--- config.mk ---
export PLATFORM = sky130hd
export DESIGN_NAME = ram_stream_reader
export DESIGN_NICKNAME = d
export VERILOG_FILES = /design/src/rtl/ram_stream_reader_pkg.sv /design/src/rtl/ram_stream_reader_fifo.sv /design/src/rtl/ram_stream_reader.sv
export SDC_FILE = /design/constraint.sdc
export NUM_CORES = 1
export LEC_CHECK = 0
export BUFFER_PORTS_ARGS = -buffer_cell sky130_fd_sc_hd__buf_2
export CORE_ASPECT_RATIO = 0.8
export CORE_MARGIN = 5
export CORE_UTILIZATION = 44
export DETAILED_ROUTE_END_ITERATION = 8
export GPL_TIMING_DRIVEN = 0
export PLACE_DENSITY = 0.63
export RECOVER_POWER = 50
export SYNTH_ARGS = -nofsm -noshare
export SYNTH_HDL_FRONTEND = slang
export SYNTH_HIERARCHICAL = 1
export SYNTH_SLANG_ARGS = --single-unit
--- constraint.sdc ---
create_clock -name clk -period 4.66 [get_ports clk]
set_input_delay 0.699 -clock clk [delete_from_list [all_inputs] [get_ports clk]]
set_output_delay 0.699 -clock clk [all_outputs]
set_load 0.05 [all_outputs]
--- src/rtl/ram_stream_reader_pkg.sv ---
// Shared types and constants for the scratchpad stream reader.
package ram_stream_reader_pkg;

  localparam int unsigned FIFO_DEPTH = 2;
  localparam int unsigned FIFO_CNT_W = 2;

  typedef enum logic [1:0] {
    IDLE  = 2'd0,
    RUN   = 2'd1,
    DRAIN = 2'd2,
    DONE  = 2'd3
  } state_e;

endpackage

--- src/rtl/ram_stream_reader_fifo.sv ---
// Two-entry synchronous FIFO holding {last, data}; the caller never pops when empty
// and never pushes when full.
module ram_stream_reader_fifo
  import ram_stream_reader_pkg::*;
#(
  parameter int unsigned WIDTH = 33
) (
  input  logic                  clk,
  input  logic                  reset,
  input  logic                  push,
  input  logic [WIDTH-1:0]      push_data,
  input  logic                  pop,
  output logic [WIDTH-1:0]      head,
  output logic [FIFO_CNT_W-1:0] count
);

  logic [WIDTH-1:0]      mem_q [FIFO_DEPTH];
  logic [WIDTH-1:0]      mem_d [FIFO_DEPTH];
  logic                  wr_ptr_q, wr_ptr_d;
  logic                  rd_ptr_q, rd_ptr_d;
  logic [FIFO_CNT_W-1:0] count_q, count_d;

  always_comb begin
    mem_d    = mem_q;
    wr_ptr_d = wr_ptr_q;
    rd_ptr_d = rd_ptr_q;
    count_d  = count_q;
    if (push) begin
      mem_d[wr_ptr_q] = push_data;
      wr_ptr_d        = ~wr_ptr_q;
    end
    if (pop) begin
      rd_ptr_d = ~rd_ptr_q;
    end
    case ({push, pop})
      2'b10:   count_d = count_q + FIFO_CNT_W'(1);
      2'b01:   count_d = count_q - FIFO_CNT_W'(1);
      default: count_d = count_q;
    endcase
  end

  always_ff @(posedge clk) begin
    if (reset) begin
      mem_q    <= '{default: '0};
      wr_ptr_q <= 1'b0;
      rd_ptr_q <= 1'b0;
      count_q  <= '0;
    end else begin
      mem_q    <= mem_d;
      wr_ptr_q <= wr_ptr_d;
      rd_ptr_q <= rd_ptr_d;
      count_q  <= count_d;
    end
  end

  assign head  = mem_q[rd_ptr_q];
  assign count = count_q;

endmodule

--- src/rtl/ram_stream_reader.sv ---
// Scratchpad read initiator: walks LENGTH words from BASE_ADDR and streams them out.
// Define RAM_STREAM_READER_STRIDE_EN to use the stride port as the address increment.
module ram_stream_reader
  import ram_stream_reader_pkg::*;
#(
  parameter int unsigned DATA_WIDTH   = 32,
  parameter int unsigned ADDR_WIDTH   = 12,
  parameter int unsigned LEN_WIDTH    = 13,
  parameter int unsigned READ_LATENCY = 0
) (
  input  logic                  clk,
  input  logic                  reset,
  input  logic                  start,
  input  logic [ADDR_WIDTH-1:0] base_addr,
  input  logic [LEN_WIDTH-1:0]  length,
  input  logic [ADDR_WIDTH-1:0] stride,
  output logic                  busy,
  output logic                  done,
  output logic                  mem_read_req,
  output logic [ADDR_WIDTH-1:0] mem_read_addr,
  input  logic [DATA_WIDTH-1:0] mem_read_data,
  output logic                  m_valid,
  input  logic                  m_ready,
  output logic [DATA_WIDTH-1:0] m_data,
  output logic                  m_last
);

  localparam int unsigned ENTRY_W = DATA_WIDTH + 1;
  localparam int unsigned OCC_W   = FIFO_CNT_W + 1;

  state_e                state_q, state_d;
  logic [ADDR_WIDTH-1:0] addr_q, addr_d;
  logic [ADDR_WIDTH-1:0] incr;
  logic [LEN_WIDTH-1:0]  len_q, len_d;
  logic [LEN_WIDTH-1:0]  issued_q, issued_d;
  logic                  inflight_q, inflight_d;
  logic                  pend_last_q, pend_last_d;
  logic                  busy_q, busy_d;
  logic                  done_q, done_d;
  logic                  req_c, last_issue_c, pop_c, push_c, push_last_c;
  logic [OCC_W-1:0]      occ_c;
  logic [FIFO_CNT_W-1:0] fifo_count;
  logic [ENTRY_W-1:0]    fifo_head;

`ifdef RAM_STREAM_READER_STRIDE_EN
  logic [ADDR_WIDTH-1:0] stride_q, stride_d;
  assign incr = stride_q;
`else
  logic unused_stride;
  assign unused_stride = ^stride;
  assign incr          = ADDR_WIDTH'(1);
`endif

  // Credit check counts FIFO entries plus the outstanding read, net of this cycle's pop.
  always_comb begin
    pop_c        = m_valid & m_ready;
    occ_c        = OCC_W'(fifo_count) + OCC_W'(inflight_q);
    last_issue_c = (issued_q == len_q - LEN_WIDTH'(1));
    req_c        = (state_q == RUN) && (occ_c < OCC_W'(FIFO_DEPTH) + OCC_W'(pop_c));

    state_d     = state_q;
    addr_d      = addr_q;
    len_d       = len_q;
    issued_d    = issued_q;
`ifdef RAM_STREAM_READER_STRIDE_EN
    stride_d    = stride_q;
`endif
    inflight_d  = (READ_LATENCY == 1) ? req_c : 1'b0;
    pend_last_d = req_c & last_issue_c;
    push_c      = (READ_LATENCY == 1) ? inflight_q  : req_c;
    push_last_c = (READ_LATENCY == 1) ? pend_last_q : last_issue_c;

    case (state_q)
      IDLE: begin
        if (start) begin
          addr_d   = base_addr;
          len_d    = length;
          issued_d = '0;
`ifdef RAM_STREAM_READER_STRIDE_EN
          stride_d = stride;
`endif
          state_d  = (length == '0) ? DONE : RUN;
        end
      end
      RUN: begin
        if (req_c) begin
          addr_d   = addr_q + incr;
          issued_d = issued_q + LEN_WIDTH'(1);
          if (last_issue_c) state_d = DRAIN;
        end
      end
      DRAIN: begin
        if (pop_c && m_last) state_d = DONE;
      end
      DONE:    state_d = IDLE;
      default: state_d = IDLE;
    endcase

    busy_d = (state_d != IDLE);
    done_d = (state_q == DONE);
  end

  always_ff @(posedge clk) begin
    if (reset) begin
      state_q     <= IDLE;
      addr_q      <= '0;
      len_q       <= '0;
      issued_q    <= '0;
`ifdef RAM_STREAM_READER_STRIDE_EN
      stride_q    <= '0;
`endif
      inflight_q  <= 1'b0;
      pend_last_q <= 1'b0;
      busy_q      <= 1'b0;
      done_q      <= 1'b0;
    end else begin
      state_q     <= state_d;
      addr_q      <= addr_d;
      len_q       <= len_d;
      issued_q    <= issued_d;
`ifdef RAM_STREAM_READER_STRIDE_EN
      stride_q    <= stride_d;
`endif
      inflight_q  <= inflight_d;
      pend_last_q <= pend_last_d;
      busy_q      <= busy_d;
      done_q      <= done_d;
    end
  end

  ram_stream_reader_fifo #(
    .WIDTH(ENTRY_W)
  ) u_fifo (
    .clk      (clk),
    .reset    (reset),
    .push     (push_c),
    .push_data({push_last_c, mem_read_data}),
    .pop      (pop_c),
    .head     (fifo_head),
    .count    (fifo_count)
  );

  assign busy          = busy_q;
  assign done          = done_q;
  assign mem_read_req  = req_c;
  assign mem_read_addr = addr_q;
  assign m_valid       = (fifo_count != '0);
  assign m_data        = fifo_head[DATA_WIDTH-1:0];
  assign m_last        = fifo_head[DATA_WIDTH];

endmodule
==> results by group <==
Synth
  – XOR/XNOR share of the synthesized area: 4.39%
  – Synth Area in Compound Gates: 16.7%
  – Synth Flop Type: dfxtp_1
  – Yosys top cell area share: 41.6%
  – Post-synth net total: 745
  – Simple-Gate Fraction of Synth Area: between 20% and 30%
  – Asr flop ratio synth: 0%
  – Synth Register Bits: about 110
  – Post-Synthesis Cells: 668
  – Mux cell area share after synthesis: between 6 and 7%
  – Synth Cell Area: between 0.005 and 0.006 sq mm
  – Synth cell types: 54
  – Largest area contributor in the netlist: dfxtp_1
  – Number of synthesized flops with an enable pin: 0
  – Sequential area share after synthesis: 41.6%
  – Syn Area/Cell: 8.06 sq um
  – Synth Area in Adders: 0.929%
  – Main combinational cell family by area after synthesis: simple AND/OR/NAND/NOR gates
  – Yosys warns: 6
  – Synth top area cells: dfxtp_1 (42%), nand2_1 (13%), a21oi_1 (9.6%)

Clocking
  – Setup bufs post-CTS: 0
  – Worst-path clk slew: 70 ps
  – H-tree depth: 3
  – CTS Root Cell: clkbuf_16
  – Clk Latency, worst-skew pair: between 300 and 400 ps
  – Number of clock sinks: about 110
  – Max clock buf depth: 2
  – Hold buffer count at CTS: 0
  – CTS Buf Count: 9
  – PostCTS Resize Cnt: 0
  – CTS tree: done

Route
  – Iteration-0 DRC Markers: 396
  – Drt drc: 0
  – DR vias: 5,102
  – Antenna Nets Post-Route: 0
  – Vias per cell: 5.40
  – Drt pass-1 iters: 4
  – Total Wirelength: 14,700 um
  – Wire length per cell: ~16 um

Floorplan
  – Core Region: 0.0121 sq mm
  – Total die area: 0.0146 sq mm
  – Num rows: 36
  – IO Count: 122
  – Initial core utilization: 44.6%
  – Die span in x: 134 um
  – Die height: 109 um

Timing
  – Tmin final: 3130 ps
  – Setup WS post-layout: 1530 ps
  – Clock Skews: around 10 ps
  – Max-slew violation count: 0
  – Slew @ Worst Pin: 904 ps
  – Unrepaired setup endpoints after global routing: no
  – Fin crit share: 67.1%
  – Max-Slew Margin vs Limit: between 30 and 40%
  – Max Freq: roughly 320 MHz
  – Endpoints failing hold: 0
  – Number of endpoints failing setup at the final stage: 0
  – Setup_tns: 0 ps

Critical path
  – CP Launch Point: u_fifo/rd_ptr_q
  – Req. time, crit path: 3960 ps
  – CP Data Arrival Time: 2430 ps
  – Delay of the slowest critical-path stage: 610 ps
  – Highest fanout seen on the critical path: 10
  – WP buf/inv: 3
  – Critical-path cell list: clkbuf_1, clkbuf_1, mux2_2, clkbuf_1
  – Most frequent CP cell: clkbuf_1
  – Critical-path top delay cell: clkbuf_1
  – Setup crit start kind: flop
  – WS Path Type: flop to primary output
  – Crit path max-delay family: buffers and inverters
  – CP endpoint kind: primary output
  – Worst r2r src: state_q[0]

Run status
  – Status: finished, final reports clean

Final layout
  – Area grow syn2layout: 18.1%
  – Diodes inserted: 0
  – Net total in the final layout: 865
  – Share of layout cells above drive strength 1: 19.5%

Placed design
  – PortBufs: about 110
  – Pre-CTS setup slack: around 2000 ps
  – Detailed Place HPWL: 10,800 um
  – GPL Wtd Cong: about 0.9

Flow run
  – Max-cap violation count: 0

GRT
  – First-pass GRT wire length: 24,300 um
  – Vias in the first global route: 4,973
  – Initial antenna violation count: 0
  – GRT Total Usage: 20.6%
  – Largest net degree at the start of global routing: 18
  – Grt ovf: 0

Power
  – VDD IR max: 269 uV
  – PD cells: 426 mW/mm^2
  – Leak Pwr: about 0.0024 uW

Worst hold path
  – Hold crit path type: flop to flop
  – Hold_sp: u_fifo/mem_q[64]
==> state kept, by name, indices dropped and copies added, names as in the netlist <==
| register | count |
|---|---|
| mem_read_addr | 12 |
| state_q | 2 |
| done | 1 |
| issued_q | 13 |
| len_q | 13 |
| busy | 1 |
| u_fifo/count | 2 |
| u_fifo/mem_q | 66 |
| u_fifo/rd_ptr_q | 1 |
| u_fifo/wr_ptr_q | 1 |
==> worst min-delay path: stages, from the launching register on <==
cell	delay, ps
dfxtp_1	310
nand2_1	50
a21oi_1	50
==> metrics by stage <==
step	hold slack [ps]	total power [uW]	instance area, sq um	util, %	instances
4_1_cts	454	2760	6430	53.3	945
3_3_place_gp	438	1910	6120	50.7	929
6_report	452	2710	6360	52.7	945
3_5_place_dp	444	1930	6120	50.7	929
5_1_grt	466	2850	6360	52.7	945
2_1_floorplan	433	1710	5390	-	668
==> cell usage after synthesis (2+ instances only) <==
cell type  number
a311oi_1        3
buf_2           9
inv_1           8
nor4_1          6
nand2b_1        7
clkbuf_1       23
o22ai_1         3
xnor2_1        20
nand4_1         7
and2_1          5
nand3_1        14
ha_1            4
a21oi_1       103
a211oi_1        7
nor3b_1         2
nand2_1       180
and3_1          3
buf_6           8
a32oi_1         2
nor3_1          9
xor2_1          7
nor4b_1         2
dfxtp_1       112
or3_1           8
buf_4           7
nor2b_1         4
nor2_1         23
o21ai_0        16
o31a_1          2
a31oi_1         4
o21a_1          2
or4_1           3
nand3b_1        2
mux2_2         33
==> layout make-up <==
type / instances / area [sq um]
plain buffers: 48 / 241
clock buffers: 12 / 236
clock inverters: 4 / 77.6
fillers: 1198 / 5710
inverters: 8 / 30.0
multi-input cells: 500 / 2820
flip-flops and latches: 112 / 2240
well taps: 152 / 190
repair buffers: 109 / 518
==> layer usage <==
layer	share of wire, %	track usage [%]	routed length [um]	vias up
met5	0	0	0	-
met4	0.95	5.21	139	0
met3	5.6	4.84	829	12
met2	46	32.4	6700	146
met1	48	28.9	7010	2415
li1	-	-	-	2529
==> path summary, 6_finish.rpt <==
| kind | endpoint | slack, ps | cells after the start |
|---|---|---|---|
| worst min register to register | u_fifo/mem_q[64] | 450 | 2 |
| worst max-delay path | m_data[14] | 1530 | 4 |
| worst min-delay path | u_fifo/mem_q[64] | 450 | 2 |
| worst max register to register | u_fifo/mem_q[63] | 1850 | 8 |
==> power by group <==
part	total [uW]	switching [uW]	internal (uW)
Combinational	797	545	251
Sequential	1080	52.9	1030
Clock	826	351	475
Total	2710	949	1760
==> layout by cell type (no fill, tap or decap), types with 2 or more instances in the layout <==
| master | Yosys | final |
|---|---|---|
| nor4b_1 | 2 | 2 |
| buf_4 | 7 | 4 |
| o22ai_1 | 3 | 3 |
| clkbuf_1 | 23 | 56 |
| ha_1 | 4 | 4 |
| a31oi_1 | 4 | 4 |
| inv_1 | 8 | 8 |
| and3_1 | 3 | 3 |
| clkbuf_16 | 0 | 9 |
| nand4_1 | 7 | 7 |
| buf_2 | 9 | 94 |
| nor3_1 | 9 | 9 |
| nor3b_1 | 2 | 2 |
| o21ai_0 | 16 | 16 |
| bufinv_16 | 0 | 2 |
| a311oi_1 | 3 | 4 |
| nor4_1 | 6 | 6 |
| o31a_1 | 2 | 2 |
| nand3_1 | 14 | 14 |
| or4_1 | 3 | 3 |
| nand2_1 | 180 | 180 |
| a32oi_1 | 2 | 2 |
| a21oi_1 | 103 | 103 |
| nand3b_1 | 2 | 2 |
| or3_1 | 8 | 8 |
| buf_6 | 8 | 5 |
| dfxtp_1 | 112 | 112 |
| o21a_1 | 2 | 2 |
| nor2_1 | 23 | 23 |
| mux2_2 | 33 | 32 |
| nand2b_1 | 7 | 8 |
| a211oi_1 | 7 | 7 |
| xor2_1 | 7 | 7 |
| xnor2_1 | 20 | 20 |
| and2_1 | 5 | 4 |
| nor2b_1 | 4 | 4 |
==> cell families after synthesis <==
family | Yosys count
DFF | 112
AOI/OAI and AO/OA | 153
buffers and inverters | 56
muxes | 33
adders and majority gates | 4
xor gates and xnor gates | 27
and+or+nand+nor | 283
No activity file was read; power rests on OpenSTA's default activity.
